<file path="src/rtl/vertex_streamer.sv">
// Vertex streamer: reads N vertices from coordinate BRAM and strobes them,
// one coordinate per cycle, into the per-dimension distance-unit inputs.
module vertex_streamer #(
   parameter int DIM          = 2,
   parameter int ADDR_WIDTH   = 16,
   parameter int BRAM_LATENCY = 2
) (
   input  logic                  clk_in,
   input  logic                  rst_in,
   input  logic                  start_in,
   input  logic [ADDR_WIDTH-1:0] num_vertices_in,
   input  logic                  pause_in,
   output logic [ADDR_WIDTH-1:0] mem_addr_out,
   input  logic [31:0]           mem_data_in,
   output logic [DIM-1:0]        data_valid_out,
   output logic [31:0]           vertex_pos_out [DIM],
   output logic [ADDR_WIDTH-1:0] vertex_idx_out,
   output logic                  last_out,
   output logic                  busy_out,
   output logic                  done_out
);

   localparam int DW = (DIM > 1) ? $clog2(DIM) : 1;
   localparam int LAT = BRAM_LATENCY;

   localparam logic [DW-1:0]         DIM_LAST = DW'(DIM - 1);
   localparam logic [DW-1:0]         DIM_ONE  = DW'(1);
   localparam logic [ADDR_WIDTH-1:0] ONE      = ADDR_WIDTH'(1);

   localparam logic [1:0] S_IDLE   = 2'd0;
   localparam logic [1:0] S_ISSUE  = 2'd1;
   localparam logic [1:0] S_DRAIN  = 2'd2;
   localparam logic [1:0] S_FINISH = 2'd3;

   typedef struct packed {
      logic                  issued;
      logic [DW-1:0]         dim;
      logic [ADDR_WIDTH-1:0] vtx;
      logic                  last;
   } tag_t;

   logic [1:0]            state;
   logic [ADDR_WIDTH-1:0] n_q;
   logic [ADDR_WIDTH-1:0] addr_q;
   logic [DW-1:0]         dim_q;
   logic [ADDR_WIDTH-1:0] vtx_q;

   // Entry k describes the address presented k cycles ago; entry LAT
   // lines up with the data currently on mem_data_in.
   tag_t tag_q [LAT+1];

   logic                  start_ok;
   logic                  issue_en;
   logic [ADDR_WIDTH-1:0] cur_n;
   logic [ADDR_WIDTH-1:0] cur_addr;
   logic [DW-1:0]         cur_dim;
   logic [ADDR_WIDTH-1:0] cur_vtx;
   logic                  cur_last;
   logic                  dim_wrap;
   tag_t                  issue_tag;
   tag_t                  out_tag;

   // On the start edge the counters are not yet cleared, so the first
   // issue uses zeroed values and the fresh vertex count directly.
   always_comb begin
      start_ok = (state == S_IDLE) && start_in;
      issue_en = !pause_in &&
                 ((start_ok && (num_vertices_in != '0)) ||
                  (state == S_ISSUE));
      cur_n    = start_ok ? num_vertices_in : n_q;
      cur_addr = start_ok ? '0 : addr_q;
      cur_dim  = start_ok ? '0 : dim_q;
      cur_vtx  = start_ok ? '0 : vtx_q;
      dim_wrap = (cur_dim == DIM_LAST);
      cur_last = dim_wrap && (cur_vtx == (cur_n - ONE));
      issue_tag        = '0;
      issue_tag.issued = issue_en;
      issue_tag.dim    = cur_dim;
      issue_tag.vtx    = cur_vtx;
      issue_tag.last   = cur_last;
      out_tag  = tag_q[LAT];
   end

   always_ff @(posedge clk_in or negedge rst_in) begin
      if (!rst_in) begin
         state <= S_IDLE;
         n_q   <= '0;
      end else begin
         unique case (state)
            S_IDLE: begin
               if (start_in) begin
                  n_q <= num_vertices_in;
                  if (num_vertices_in == '0)
                     state <= S_FINISH;
                  else if (issue_en && cur_last)
                     state <= S_DRAIN;
                  else
                     state <= S_ISSUE;
               end
            end
            S_ISSUE: begin
               if (issue_en && cur_last)
                  state <= S_DRAIN;
            end
            S_DRAIN: begin
               if (last_out)
                  state <= S_FINISH;
            end
            S_FINISH: begin
               state <= S_IDLE;
            end
         endcase
      end
   end

   always_ff @(posedge clk_in or negedge rst_in) begin
      if (!rst_in) begin
         addr_q       <= '0;
         dim_q        <= '0;
         vtx_q        <= '0;
         mem_addr_out <= '0;
      end else if (issue_en) begin
         mem_addr_out <= cur_addr;
         addr_q       <= cur_addr + ONE;
         dim_q        <= dim_wrap ? '0 : cur_dim + DIM_ONE;
         vtx_q        <= dim_wrap ? cur_vtx + ONE : cur_vtx;
      end else if (start_ok) begin
         mem_addr_out <= '0;
         addr_q       <= '0;
         dim_q        <= '0;
         vtx_q        <= '0;
      end
   end

   always_ff @(posedge clk_in or negedge rst_in) begin
      if (!rst_in) begin
         for (int k = 0; k <= LAT; k++)
            tag_q[k] <= '0;
      end else begin
         tag_q[0] <= issue_tag;
         for (int k = 1; k <= LAT; k++)
            tag_q[k] <= tag_q[k-1];
      end
   end

   always_ff @(posedge clk_in or negedge rst_in) begin
      if (!rst_in) begin
         data_valid_out <= '0;
         vertex_idx_out <= '0;
         last_out       <= 1'b0;
         for (int d = 0; d < DIM; d++)
            vertex_pos_out[d] <= '0;
      end else begin
         last_out <= out_tag.issued && out_tag.last;
         if (out_tag.issued)
            vertex_idx_out <= out_tag.vtx;
         for (int d = 0; d < DIM; d++) begin
            data_valid_out[d] <= out_tag.issued &&
                                 (out_tag.dim == DW'(d));
            if (out_tag.issued && (out_tag.dim == DW'(d)))
               vertex_pos_out[d] <= mem_data_in;
         end
      end
   end

   assign busy_out = (state == S_ISSUE) || (state == S_DRAIN);
   assign done_out = (state == S_FINISH);

endmodule
</file>
<file path="config.mk">
export PLATFORM = sky130hd
export DESIGN_NAME = vertex_streamer
export DESIGN_NICKNAME = d
export VERILOG_FILES = /design/src/rtl/vertex_streamer.sv
export SDC_FILE = /design/constraint.sdc
export NUM_CORES = 1
export LEC_CHECK = 0
export ABC_AREA = 1
export BUFFER_PORTS_ARGS = -buffer_cell sky130_fd_sc_hd__buf_2
export CAP_MARGIN = 20
export CORE_ASPECT_RATIO = 0.5
export CORE_UTILIZATION = 60
export DETAILED_ROUTE_END_ITERATION = 8
export GPL_ROUTABILITY_DRIVEN = 0
export PLACE_DENSITY = 0.81
export SLEW_MARGIN = 10
export SYNTH_ARGS = -nofsm -noshare
export SYNTH_HDL_FRONTEND = slang
export SYNTH_SLANG_ARGS = --single-unit
</file>
<file path="constraint.sdc">
create_clock -name clk_in -period 7.65 [get_ports clk_in]
set_clock_uncertainty 0.2 [all_clocks]
set_input_delay 1.53 -clock clk_in [delete_from_list [all_inputs] [get_ports clk_in]]
set_output_delay 1.53 -clock clk_in [all_outputs]
set_load 0.02 [all_outputs]
</file>
==> impl_metrics.py <==
metrics = {
    "placement": {
        "dp_hpwl_mm": 12.7,
        "portBuffers": 152,
    },
    "synthesis": {
        "synth-seq-cells": 207,
        "synth_cell_types": 38,
        "synth_cells": 943,
        "ys_warn_count": 0,
        "ys_seq_area_share_pct": 59.5,
        "synth_area_per_cell_sq_um": 9.23,
        "synth_area_sq_um": 8710,
        "synth_nets": 1004,
    },
    "global_route": {
        "grt_max_degree": 120,
        "grt_pass1_wl_mm": 31.2,
        "grt_pass1_vias": 6450,
        "antenna_found_initial": 0,
        "grt_usage_pct": 26.6,
        "grt_overflow": 0,
    },
    "critical_path": {
        "ff2ff_path_depth": 14,
        "regToRegSetupSlack_ps": 3460,
        "critPathKind": "in -> reg",
        "critPathMaxFanout": 61,
        "start_kind": "input port",
        "cp-end-kind": "flop",
        "critical_path_arrival_ps": 4530,
        "worstReg2RegStart": "state[0]",
        "rr_endpoint": "vtx_q[14]",
        "crit_required_ps": 7810,
    },
    "worst_hold_path": {
        "min_path_type": "reg -> reg",
        "hold_path_startpoint": "tag_q[53]",
        "hold_depth": 0,
        "worstHoldEndpoint": "tag_q[34]",
    },
    "sta": {
        "max_slew_margin_pct": 32.7,
        "post-route-period-util_pct": 57.2,
        "fmax_mhz": 229,
        "final.setup.tns_ps": 0,
        "post-route-min-period_ps": 4380,
        "hold_viol_final": 0,
        "worstMarginPinSlew_ps": 1010,
        "slew_violations": 0,
        "rsz0062_at_grt": "false",
        "setup_viol": 0,
    },
    "floorplan": {
        "io-pin-count": 153,
        "core_area_sq_um": 13900,
        "fp-row-count": 30,
        "die_w_microns": 172,
        "start_util_pct": 62.9,
        "die-area_sq_um": 15000,
        "die_height_microns": 87.2,
    },
    "run": {
        "maxCapViolCount": 0,
    },
    "finish": {
        "area_growth_pct": 17.5,
        "final_common_cell": "nand2_1",
        "diodes": 0,
        "final_cell_mix": "248 x nand2_1, 207 x dfrtp_1, 151 x buf_2",
        "nNetsFinal": 1148,
        "drive_gt1_share_pct": 22.1,
    },
    "routing": {
        "wl_mm": 19.4,
        "viasPerCell": 5.17,
        "firstDrtPassIters": 5,
        "via_count": 6678,
        "wire_per_inst_microns": 15.0,
        "drt_iter0_markers": 454,
        "antenna_left": 0,
        "drc": 0,
    },
    "power_and_ir_drop": {
        "internal_power_w": 0.00236,
        "p_sw_share_pct": 38.8,
        "seq_power_share_pct": 39.0,
        "p_comb_share_pct": 35.2,
        "switchingPower_w": 0.00149,
        "p_leak_nw": 5.68,
        "p_clk_share_pct": 25.8,
        "power.total_w": 0.00385,
        "pwr_density_cell_nw_per_um2": 377,
        "ir_drop_v": 0.000250,
    },
    "cts": {
        "cts_tree": "yes",
        "postCtsHoldBufs": 0,
        "worstSkewPairLatency_ps": 490,
        "post_cts_buffers": 0,
        "cts.sinks": 207,
        "cts_made_buffers": 19,
        "htreeDepth": 1,
        "cts-root-buf": "clkbuf_16",
        "cts_buffer_depth": 3,
        "cts_resized": 0,
        "clk_pin_slew_ps": 70,
    },
    "outcome": {
        "status": "finished clean",
    },
}
[how the worst max path moves through the flow]
stage	slack, ps	endpoint	depth (start not counted)	start
after floorplan	4130	vtx_q[14]	13	start_in
after detailed placement	2940	vtx_q[14]	13	start_in
after CTS	3330	vtx_q[14]	13	start_in
final	3270	vtx_q[14]	13	start_in
after global placement	3040	vtx_q[14]	13	start_in
after global routing	3010	vtx_q[14]	13	start_in
[through the flow]
stage	setup WS, ps	utilization, %	std cells	cell area (sq um)	hold WS (ps)
finish	3270	73.8	1291	10200	141
global route	3010	73.8	1291	10200	149
CTS	3330	73.6	1290	10200	136
detailed placement	2940	68.9	1257	9550	135
global placement	3040	68.9	1257	9550	132
floorplan	4130	-	943	8710	131
[power by group through the flow]
stage	Sequential (W)	Clock (W)	Combinational, W
after CTS	0.00150	0.00101	0.00136
final	0.00150	0.000996	0.00136
after detailed placement	0.00152	0	0.00135
after global routing	0.00153	0.00105	0.00152
after floorplan	0.00172	0	0.000762
after global placement	0.00150	0	0.00131
[routing by layer]
layer	vias up	global-route usage [%]	part of all wire (%)
met5	-	0	0
met4	0	7.56	2.3
met3	45	4.77	6.1
met2	212	44.9	48
met1	3214	35.9	44
li1	3207	-	-
[synth_stat cells]
| master | n | area (sq um) |
|---|---|---|
| nor3_2 | 1 | 10.0 |
| o21ai_0 | 84 | 420 |
| buf_8 | 1 | 15.0 |
| inv_2 | 3 | 11.3 |
| dfrtp_1 | 207 | 5180 |
| nor4_1 | 4 | 25.0 |
| nand3b_1 | 2 | 15.0 |
| clkbuf_1 | 18 | 67.6 |
| and3_1 | 2 | 12.5 |
| xnor2_1 | 2 | 17.5 |
| o21bai_1 | 1 | 7.51 |
| nor2_2 | 14 | 87.6 |
| mux2_2 | 1 | 11.3 |
| nor3_1 | 2 | 10.0 |
| nor2_1 | 59 | 221 |
| a21oi_1 | 6 | 30.0 |
| o21ai_1 | 3 | 15.0 |
| or3_1 | 1 | 6.26 |
| nor2_4 | 5 | 56.3 |
| inv_1 | 132 | 495 |
| nand4_1 | 9 | 56.3 |
| nand2_1 | 249 | 935 |
| o21ai_2 | 1 | 8.76 |
| nor4_4 | 1 | 21.3 |
| and2_1 | 1 | 6.26 |
| a21oi_2 | 1 | 8.76 |
| nand2_4 | 2 | 22.5 |
| nand2_2 | 19 | 119 |
| clkinv_1 | 1 | 3.75 |
| nand3_1 | 54 | 270 |
| buf_4 | 4 | 30.0 |
| nand3_2 | 7 | 70.1 |
| buf_1 | 3 | 11.3 |
| buf_6 | 5 | 56.3 |
| o22ai_1 | 1 | 6.26 |
| ha_1 | 9 | 113 |
| nor3_4 | 1 | 16.3 |
| xor2_1 | 27 | 236 |
[layout make-up]
type                       count  area (sq um)
clock buffer                  23           520
clock inverter                10           135
fill                         964          3620
inverter                     136           510
multi-input combinational    569          2840
sequential                   207          5180
tap                          192           240
timing repair buffer         154           805
[state kept, by name, summed over array words and instances, names as in the netlist]
| name | flops |
|---|---|
| vtx_q | 16 |
| mem_addr_out | 16 |
| out_tag | 19 |
| n_q | 16 |
| tag_q | 38 |
| vertex_pos_out | 64 |
| data_valid_out | 2 |
| addr_q | 16 |
| last_out | 1 |
| dim_q | 1 |
| vertex_idx_out | 16 |
| state | 2 |
[worst max-delay path, cell delays in order]
cell and delay [ps]:
buf_2 240, nand2_4 550, inv_2 380, nor2_1 350, ha_1 200, inv_1 40, nor2_1 160, nand3_1 210
nor3_4 230, nand2_2 110, nor4_4 170, nand3_1 140, xor2_1 170
[logic make-up (layout without fill, tap and decap cells)]
kind of cell,Yosys count,count (layout),share of synthesized area [%]
compound gates,97,97,5.71
xor+xnor,29,29,2.92
fa+ha+maj,9,9,1.29
buf+inv,167,323,7.93
flops,207,207,59.5
mux,1,1,0.129
simple gates,433,433,22.5
Note: power is estimated with default switching activity, not from simulation.
